<file path="config.mk">
export PLATFORM = sky130hd
export DESIGN_NAME = iterative_multiplier
export DESIGN_NICKNAME = d
export VERILOG_FILES = /design/src/rtl/iterative_multiplier.sv
export SDC_FILE = /design/constraint.sdc
export NUM_CORES = 1
export LEC_CHECK = 0
export ABC_AREA = 1
export BUFFER_PORTS_ARGS = -buffer_cell sky130_fd_sc_hd__clkbuf_2
export CORE_ASPECT_RATIO = 0.5
export CORE_UTILIZATION = 35
export DETAILED_ROUTE_END_ITERATION = 16
export PLACE_DENSITY = 0.52
export SLEW_MARGIN = 20
export SYNTH_ARGS = -nofsm -noshare
export SYNTH_HDL_FRONTEND = slang
export SYNTH_SLANG_ARGS = --single-unit
</file>
<file path="constraint.sdc">
create_clock -name clk -period 8.35 [get_ports clk]
set_input_delay 0 -clock clk [delete_from_list [all_inputs] [get_ports clk]]
set_output_delay 0 -clock clk [all_outputs]
set_load 0.05 [all_outputs]
</file>
<file path="src/rtl/iterative_multiplier.sv">
// RV32M multiply unit: radix-2 shift-add over XLEN cycles, then a sign-fix
// cycle that selects the low or high product half.
module iterative_multiplier #(
  parameter int unsigned XLEN = 32
) (
  input  logic            clk,
  input  logic            rst,
  input  logic            start,
  input  logic [XLEN-1:0] operand1,
  input  logic [XLEN-1:0] operand2,
  input  logic [1:0]      mul_opcode,
  output logic            busy,
  output logic            done,
  output logic [XLEN-1:0] result
);

  localparam int unsigned PW = 2 * XLEN;
  localparam int unsigned CW = $clog2(XLEN) + 1;

  typedef enum logic [1:0] {
    ST_IDLE = 2'b00,
    ST_CALC = 2'b01,
    ST_FIX  = 2'b10
  } state_e;

  typedef enum logic [1:0] {
    OP_MUL    = 2'b00,
    OP_MULH   = 2'b01,
    OP_MULHSU = 2'b10,
    OP_MULHU  = 2'b11
  } mul_op_e;

  state_e            state_q, state_d;
  mul_op_e           opcode_q, opcode_d;
  logic              neg_q, neg_d;
  logic [XLEN-1:0]   mcand_q, mcand_d;
  logic [XLEN-1:0]   mplier_q, mplier_d;
  logic [PW-1:0]     acc_q, acc_d;
  logic [CW-1:0]     cnt_q, cnt_d;
  logic              busy_q, busy_d;
  logic              done_q, done_d;
  logic [XLEN-1:0]   result_q, result_d;

  mul_op_e           op_in_c;
  logic              s1_c, s2_c;
  logic [XLEN-1:0]   mag1_c, mag2_c;
  logic [PW-1:0]     partial_c;
  logic [PW-1:0]     sum_c;
  logic [PW-1:0]     prod_c;
  logic              last_c;

  // Operand sign handling and datapath arithmetic.
  always_comb begin
    op_in_c   = mul_op_e'(mul_opcode);
    s1_c      = ((op_in_c == OP_MULH) || (op_in_c == OP_MULHSU)) && operand1[XLEN-1];
    s2_c      = (op_in_c == OP_MULH) && operand2[XLEN-1];
    mag1_c    = s1_c ? ((~operand1) + XLEN'(1)) : operand1;
    mag2_c    = s2_c ? ((~operand2) + XLEN'(1)) : operand2;
    partial_c = PW'(mcand_q) << cnt_q;
    sum_c     = mplier_q[0] ? (acc_q + partial_c) : acc_q;
    prod_c    = neg_q ? ((~acc_q) + PW'(1)) : acc_q;
    last_c    = (cnt_q == CW'(XLEN - 1));
  end

  // Next-state and register updates.
  always_comb begin
    state_d  = state_q;
    opcode_d = opcode_q;
    neg_d    = neg_q;
    mcand_d  = mcand_q;
    mplier_d = mplier_q;
    acc_d    = acc_q;
    cnt_d    = cnt_q;
    busy_d   = busy_q;
    done_d   = 1'b0;
    result_d = result_q;
    case (state_q)
      ST_IDLE: begin
        if (start) begin
          opcode_d = op_in_c;
          neg_d    = s1_c ^ s2_c;
          mcand_d  = mag1_c;
          mplier_d = mag2_c;
          acc_d    = '0;
          cnt_d    = '0;
          busy_d   = 1'b1;
          state_d  = ST_CALC;
        end
      end
      ST_CALC: begin
        acc_d    = sum_c;
        mplier_d = mplier_q >> 1;
        cnt_d    = cnt_q + CW'(1);
        if (last_c) begin
          state_d = ST_FIX;
        end
      end
      ST_FIX: begin
        result_d = (opcode_q == OP_MUL) ? prod_c[XLEN-1:0] : prod_c[PW-1:XLEN];
        done_d   = 1'b1;
        busy_d   = 1'b0;
        state_d  = ST_IDLE;
      end
      default: begin
        state_d = ST_IDLE;
        busy_d  = 1'b0;
      end
    endcase
  end

  always_ff @(posedge clk or posedge rst) begin
    if (rst) begin
      state_q  <= ST_IDLE;
      opcode_q <= OP_MUL;
      neg_q    <= 1'b0;
      mcand_q  <= '0;
      mplier_q <= '0;
      acc_q    <= '0;
      cnt_q    <= '0;
      busy_q   <= 1'b0;
      done_q   <= 1'b0;
      result_q <= '0;
    end else begin
      state_q  <= state_d;
      opcode_q <= opcode_d;
      neg_q    <= neg_d;
      mcand_q  <= mcand_d;
      mplier_q <= mplier_d;
      acc_q    <= acc_d;
      cnt_q    <= cnt_d;
      busy_q   <= busy_d;
      done_q   <= done_d;
      result_q <= result_d;
    end
  end

  assign busy   = busy_q;
  assign done   = done_q;
  assign result = result_q;

endmodule

</file>
==> Word-level counts from Yosys, hierarchy flattened <==
Index checks and enable logic that the tools add are counted.
W data, S select, Z words.
{ "op_classes": {"shifts": 1, "div": 0, "mul": 0, "muxes": 17, "n_lt_le_gt_ge": 0, "n_bitwise": 5, "n_reduce_logical": 11, "add_sub_neg": 5, "n_eq_ne": 8} }
{ "ops": {"columns": ["cell", "n"], "rows": [
  ["$mux W64", 3],
  ["$mux W32", 4],
  ["$pmux W64 S2", 1],
  ["$add A32 B1 Y32 const B", 2],
  ["$add A64 B1 Y64 const B", 1],
  ["$add A64 B64 Y64", 1],
  ["$not A32 Y32", 2],
  ["$not A64 Y64", 1],
  ["$pmux W32 S2", 1],
  ["$shl A32 B6 Y64", 1],
  ["$pmux W6 S2", 1],
  ["$reduce_and A2 Y1", 4],
  ["$add A6 B1 Y6 const B", 1],
  ["$eq A6 B5 Y1 const B", 1],
  ["$mux W6", 1],
  ["$ne A2 B2 Y1 const B", 3],
  ["$eq A2 B1 Y1 const B", 2],
  ["$eq A2 B2 Y1 const B", 2],
  ["$logic_not A2 Y1", 2],
  ["$mux W2", 2],
  ["$pmux W2 S2", 1],
  ["$reduce_and A3 Y1", 1],
  ["$logic_and A1 B1 Y1", 2],
  ["$mux W1", 2],
  ["other kinds (5)", 5]
]} }
{ "totals": {"latch_bits": 0, "rom_bits": 0, "ram_bits": 0, "in_bits": 69, "output_inout_bits": 34, "ff_bits": 173, "n_memories": 0, "elab_cells": 57} }

==> Depth between registers and ports, before layout <==
{ "depth": {"ltp_word": 5, "ltp_mapped": 28, "ltp_nobuf": 27} }

==> Least setup slack after synthesis <==
Ideal clock, no wire load.
{ "synth_timing": {"path_type": "register to register", "start": "register cnt_q[5]", "end": "register acc_q[44]", "path_stages_with_launch": 21, "required_time_ns": 8.232, "setup_ns": 0.118, "t_arrival_ns": 2.891, "period_less_slack_ns": 3.009, "path_buffers": 2, "setup_slack_ns": 5.341, "path_cell_list": "dfrtp_1 > buf_2 > nor2_1 > clkinv_1 > clkbuf_1 > nor2_1 > ha_1 > inv_1 > fa_1 > o21ai_2 > nand2_1 > nand2_1 > nand2_1 > nand2_1 > nand2_1 > nand2_1 > nand3_1 > nand2_1 > nand2_1 > nand3_1 > nand2_1"} }
{ "synth_between": {"elab_chain_len": 4} }
{ "synth_rtl": {"columns": ["item", "line", "text"], "rows": [
  ["start, declared", "39", "logic [CW-1:0] cnt_q, cnt_d;"],
  ["start signal, assigned", "130", "cnt_q <= cnt_d;"],
  ["$shl A32 B6 Y64", "59", "partial_c = PW'(mcand_q) << cnt_q;"],
  ["$add A64 B64 Y64", "60", "sum_c = mplier_q[0] ? (acc_q + partial_c) : acc_q;"],
  ["$mux W64", "60", null],
  ["$pmux W64 S2", "77", "case (state_q)"],
  ["end signal, assigned", "118", "acc_q <= '0;"],
  ["end signal, assigned", "129", "acc_q <= acc_d;"],
  ["end, declared", "38", "logic [PW-1:0] acc_q, acc_d;"]
]} }
Every way passes these cells. The select of a mux whose other input is x is not followed.
A chain may end at the register's enable or synchronous reset.

==> Final worst setup path <==
{ "layout_timing": {"start": "register cnt_q[3]", "end": "register acc_q[51]"} }
Same word-level chain as after synthesis.

==> flow_metrics.env <==
export IMPL_run_status="complete, but fails checks"
export IMPL_violations="hold timing"
export IMPL_syn_avg_cell_area_um2=5.917
export IMPL_synth_top_family_by_area="simple AND/OR/NAND/NOR gates"
export IMPL_crit_path_end="acc_q[51]"
export IMPL_cap_violations=0
export IMPL_hold_violations=1
export IMPL_multiInputGateArea_um2=11900
export IMPL_grt_overflow_total=0
export IMPL_synth_top_area_share_pct=24.09
export IMPL_rows=58
export IMPL_setup_violations=0
export IMPL_grt_pass1_vias=18580
export IMPL_netlist_instances=3037
export IMPL_worstPathArrival_ns=5.05
export IMPL_r2r_slack_ns=3.67
export IMPL_timing_hold_ws_ns=-0.003914
export IMPL_synth_mux_area_share_pct=0.1114
export IMPL_reg2reg_from="cnt_q[3]"
export IMPL_crit_start="cnt_q[3]"
export IMPL_p_leak_uw=0.009854
export IMPL_syn_to_final_growth_pct=13.32
export IMPL_powerDensity_nw_per_um2=486.5
export IMPL_r2r_cells=18
export IMPL_cp_required_ns=8.72
export IMPL_synth_xor_area_share_pct=1.998
export IMPL_fin_tns_setup_ns=0
export IMPL_yosysTopAreaCell="dfrtp_1"
export IMPL_synth_simple_gate_area_share_pct=41.05
export IMPL_critPathLaunchType="flop"
export IMPL_synthArstFlopShare_pct=100.0
export IMPL_pin_count=103
export IMPL_n_fill_cell=5610
export IMPL_yosys_cell_types_count=51
export IMPL_rsz0062_at_grt="no"
export IMPL_grt_start_max_net_pins=107
export IMPL_worst_pin_slew_ns=0.9718
export IMPL_synth_adder_area_share_pct=4.846
export IMPL_initial_core_util_pct=35.63
export IMPL_globalplace_congestion=1.027
export IMPL_syn_num_nets=3175
export IMPL_clock_skew_ns=0.02085
export IMPL_timing_fmax_mhz=213.5
export IMPL_drtIter0Drc=2041
export IMPL_ir_worst_vdd_v=0.0002572
export IMPL_met2_usage_pct=41.61
export IMPL_gr_usage_all_layers_pct=29.07
export IMPL_dieWidth_um=322.4
export IMPL_synth_ff_type="dfrtp_1"
export IMPL_ys_top_cells_by_area="dfrtp_1 (24%), nand2_1 (19%), nor2_1 (8.4%)"
export IMPL_htreeDepth=4
export IMPL_synth_common_cells="nand2_1 (907), nor2_1 (401), inv_1 (327)"
export IMPL_use_met3_pct=4.551
export IMPL_antenna_left=0
export IMPL_grt_busiest_layer="met1"
export IMPL_grt_pass1_wl_um=113800
export IMPL_vias=20450
export IMPL_path_class="flop to flop"
export IMPL_cp_max_fo=49
export IMPL_fp_coreArea_um2=50440
export IMPL_clock_sinks=173
export IMPL_grtUsageMet1_pct=43.59
export IMPL_synth_seq_area_share_pct=24.09
export IMPL_dieArea_um2=52310
export IMPL_cts_tree="done"
export IMPL_slew_viol_final=0
export IMPL_synth_most_common_cell="nand2_1"
export IMPL_yosysWarnings=0
export IMPL_synth_seq_cells=173
export IMPL_vias_per_cell=5.302
export IMPL_maxSlewHeadroom_pct=35.21
export IMPL_min_period_over_period_pct=56.08
export IMPL_drcViolationCount=0
export IMPL_clockBufferDepth=2
export IMPL_port_buffers=102
export IMPL_die_height_um=162.2
export IMPL_final_seq_area_um2=4330
export IMPL_finalCriticalPeriod_ns=4.683
export IMPL_power_uw=9908
export IMPL_first_pass_iters=6
export IMPL_holdCritPathClass="primary input to flop"
export IMPL_ctsRootBufferMaster="clkbuf_16"
export IMPL_path_clk_slew_ns=0.09
export IMPL_dp_hpwl_um=60900
export IMPL_postLayoutCoreUtil_pct=40.37
export IMPL_routedWlPerCell_um=19.73
export IMPL_wl_um=76060
export IMPL_antenna_found_initial=0
export IMPL_netlist_area_um2=17970
export IMPL_end_kind="flop"
export IMPL_synth_compound_area_share_pct=18.12
export IMPL_finalNetCount=3290
export IMPL_synth_edf_count=0
export IMPL_numCtsBuffers=17
export IMPL_worstSkewPairLatency_ns=0.49
export IMPL_r2r_end="acc_q[51]"
export IMPL_drive_gt1_share_pct=8.404
[layer usage]
layer / vias up / wire (um)
met5: - / 0
met4: 0 / 2320
met3: 92 / 5628
met2: 673 / 30590
met1: 9502 / 37530
li1: 10180 / -
[cell usage in the layout (no fill, tap or decap), types with 27 or more instances in the layout]
cell	count
a21oi_1	176
clkbuf_2	102
dfrtp_1	172
dlygate4sd3_1	76
ha_1	68
inv_1	326
nand2_1	906
nand3_1	240
nand4_1	30
nor2_1	397
nor3_1	27
o21ai_0	214
o21ai_1	66
xor2_1	35
[cell families after synthesis]
| family | Yosys count |
|---|---|
| fa+ha+maj | 69 |
| xor+xnor | 41 |
| flops | 173 |
| compound gates | 587 |
| mux | 2 |
| simple gates | 1722 |
| buf+inv | 443 |
[repair_timing]
action                                  CTS  global route
resized for setup                         0             0
endpoints found under the setup margin    0             0
setup buffers                             0             0
hold buffers                             76             0
endpoints found under the hold margin   171             0
[flip-flops by register name, summed over array words and instances, names as in the netlist]
| register | cells |
|---|---|
| state_q | 2 |
| mplier_q | 32 |
| result | 32 |
| cnt_q | 6 |
| mcand_q | 32 |
| acc_q | 64 |
| opcode_q | 2 |
| busy | 1 |
| done | 1 |
| neg_q | 1 |
[layout make-up]
type	count	area share (%)
multi-input cells	2421	58.41
flip-flops and latches	173	21.27
repair buffers	197	6.943
inverters	342	6.341
well taps	690	4.240
clock buffers	19	2.126
clock inverters	13	0.6574
diodes	1	0.01229
[critical path, stage by stage, from the launching register on]
cell and delay [ns]:
dfrtp_1 0.33, buf_4 0.38, clkinv_1 0.86, nand2_1 0.50, inv_1 0.13, o21ai_0 0.30, nor2_1 0.14, ha_1 0.42
nand2_1 0.14, nor2_1 0.26, inv_1 0.07, o21bai_1 0.24, nand2_1 0.12, nand2_1 0.19, nand3_1 0.17, nand3_1 0.13
nand2_1 0.05, nand3_1 0.07, nand2_1 0.06
[power by group]
part	leakage, uW	internal [uW]	switching [uW]
clock	0.000272	419	429
combinational	0.00737	2040	5280
sequential	0.00221	1210	527
total	0.00985	3670	6230
[through the flow]
step | instances | area (um^2) | setup WS (ns) | hold WS, ns
final | 3856 | 20360 | 3.667 | -0.003914
after global routing | 3855 | 20360 | 3.304 | 0.07870
after CTS | 3855 | 20360 | 3.773 | 0.002191
after detailed placement | 3747 | 19030 | 3.790 | 0.2237
after global placement | 3747 | 19030 | 3.797 | 0.2167
after floorplan | 3037 | 17970 | 3.662 | 0.1096
[worst min path at each step]
stage | from | endpoint | slack [ns] | cells past startpoint
2_1_floorplan | mul_opcode[0] | opcode_q[0] | 0.11 | 2
3_3_place_gp | rst | acc_q[21] | 0.22 | 2
3_5_place_dp | rst | acc_q[21] | 0.22 | 2
4_1_cts | operand2[26] | mplier_q[26] | 0.002 | 4
5_1_grt | operand2[26] | mplier_q[26] | 0.08 | 4
6_report | operand2[26] | mplier_q[26] | -0.004 | 4
(Power assumes the default switching activity.)
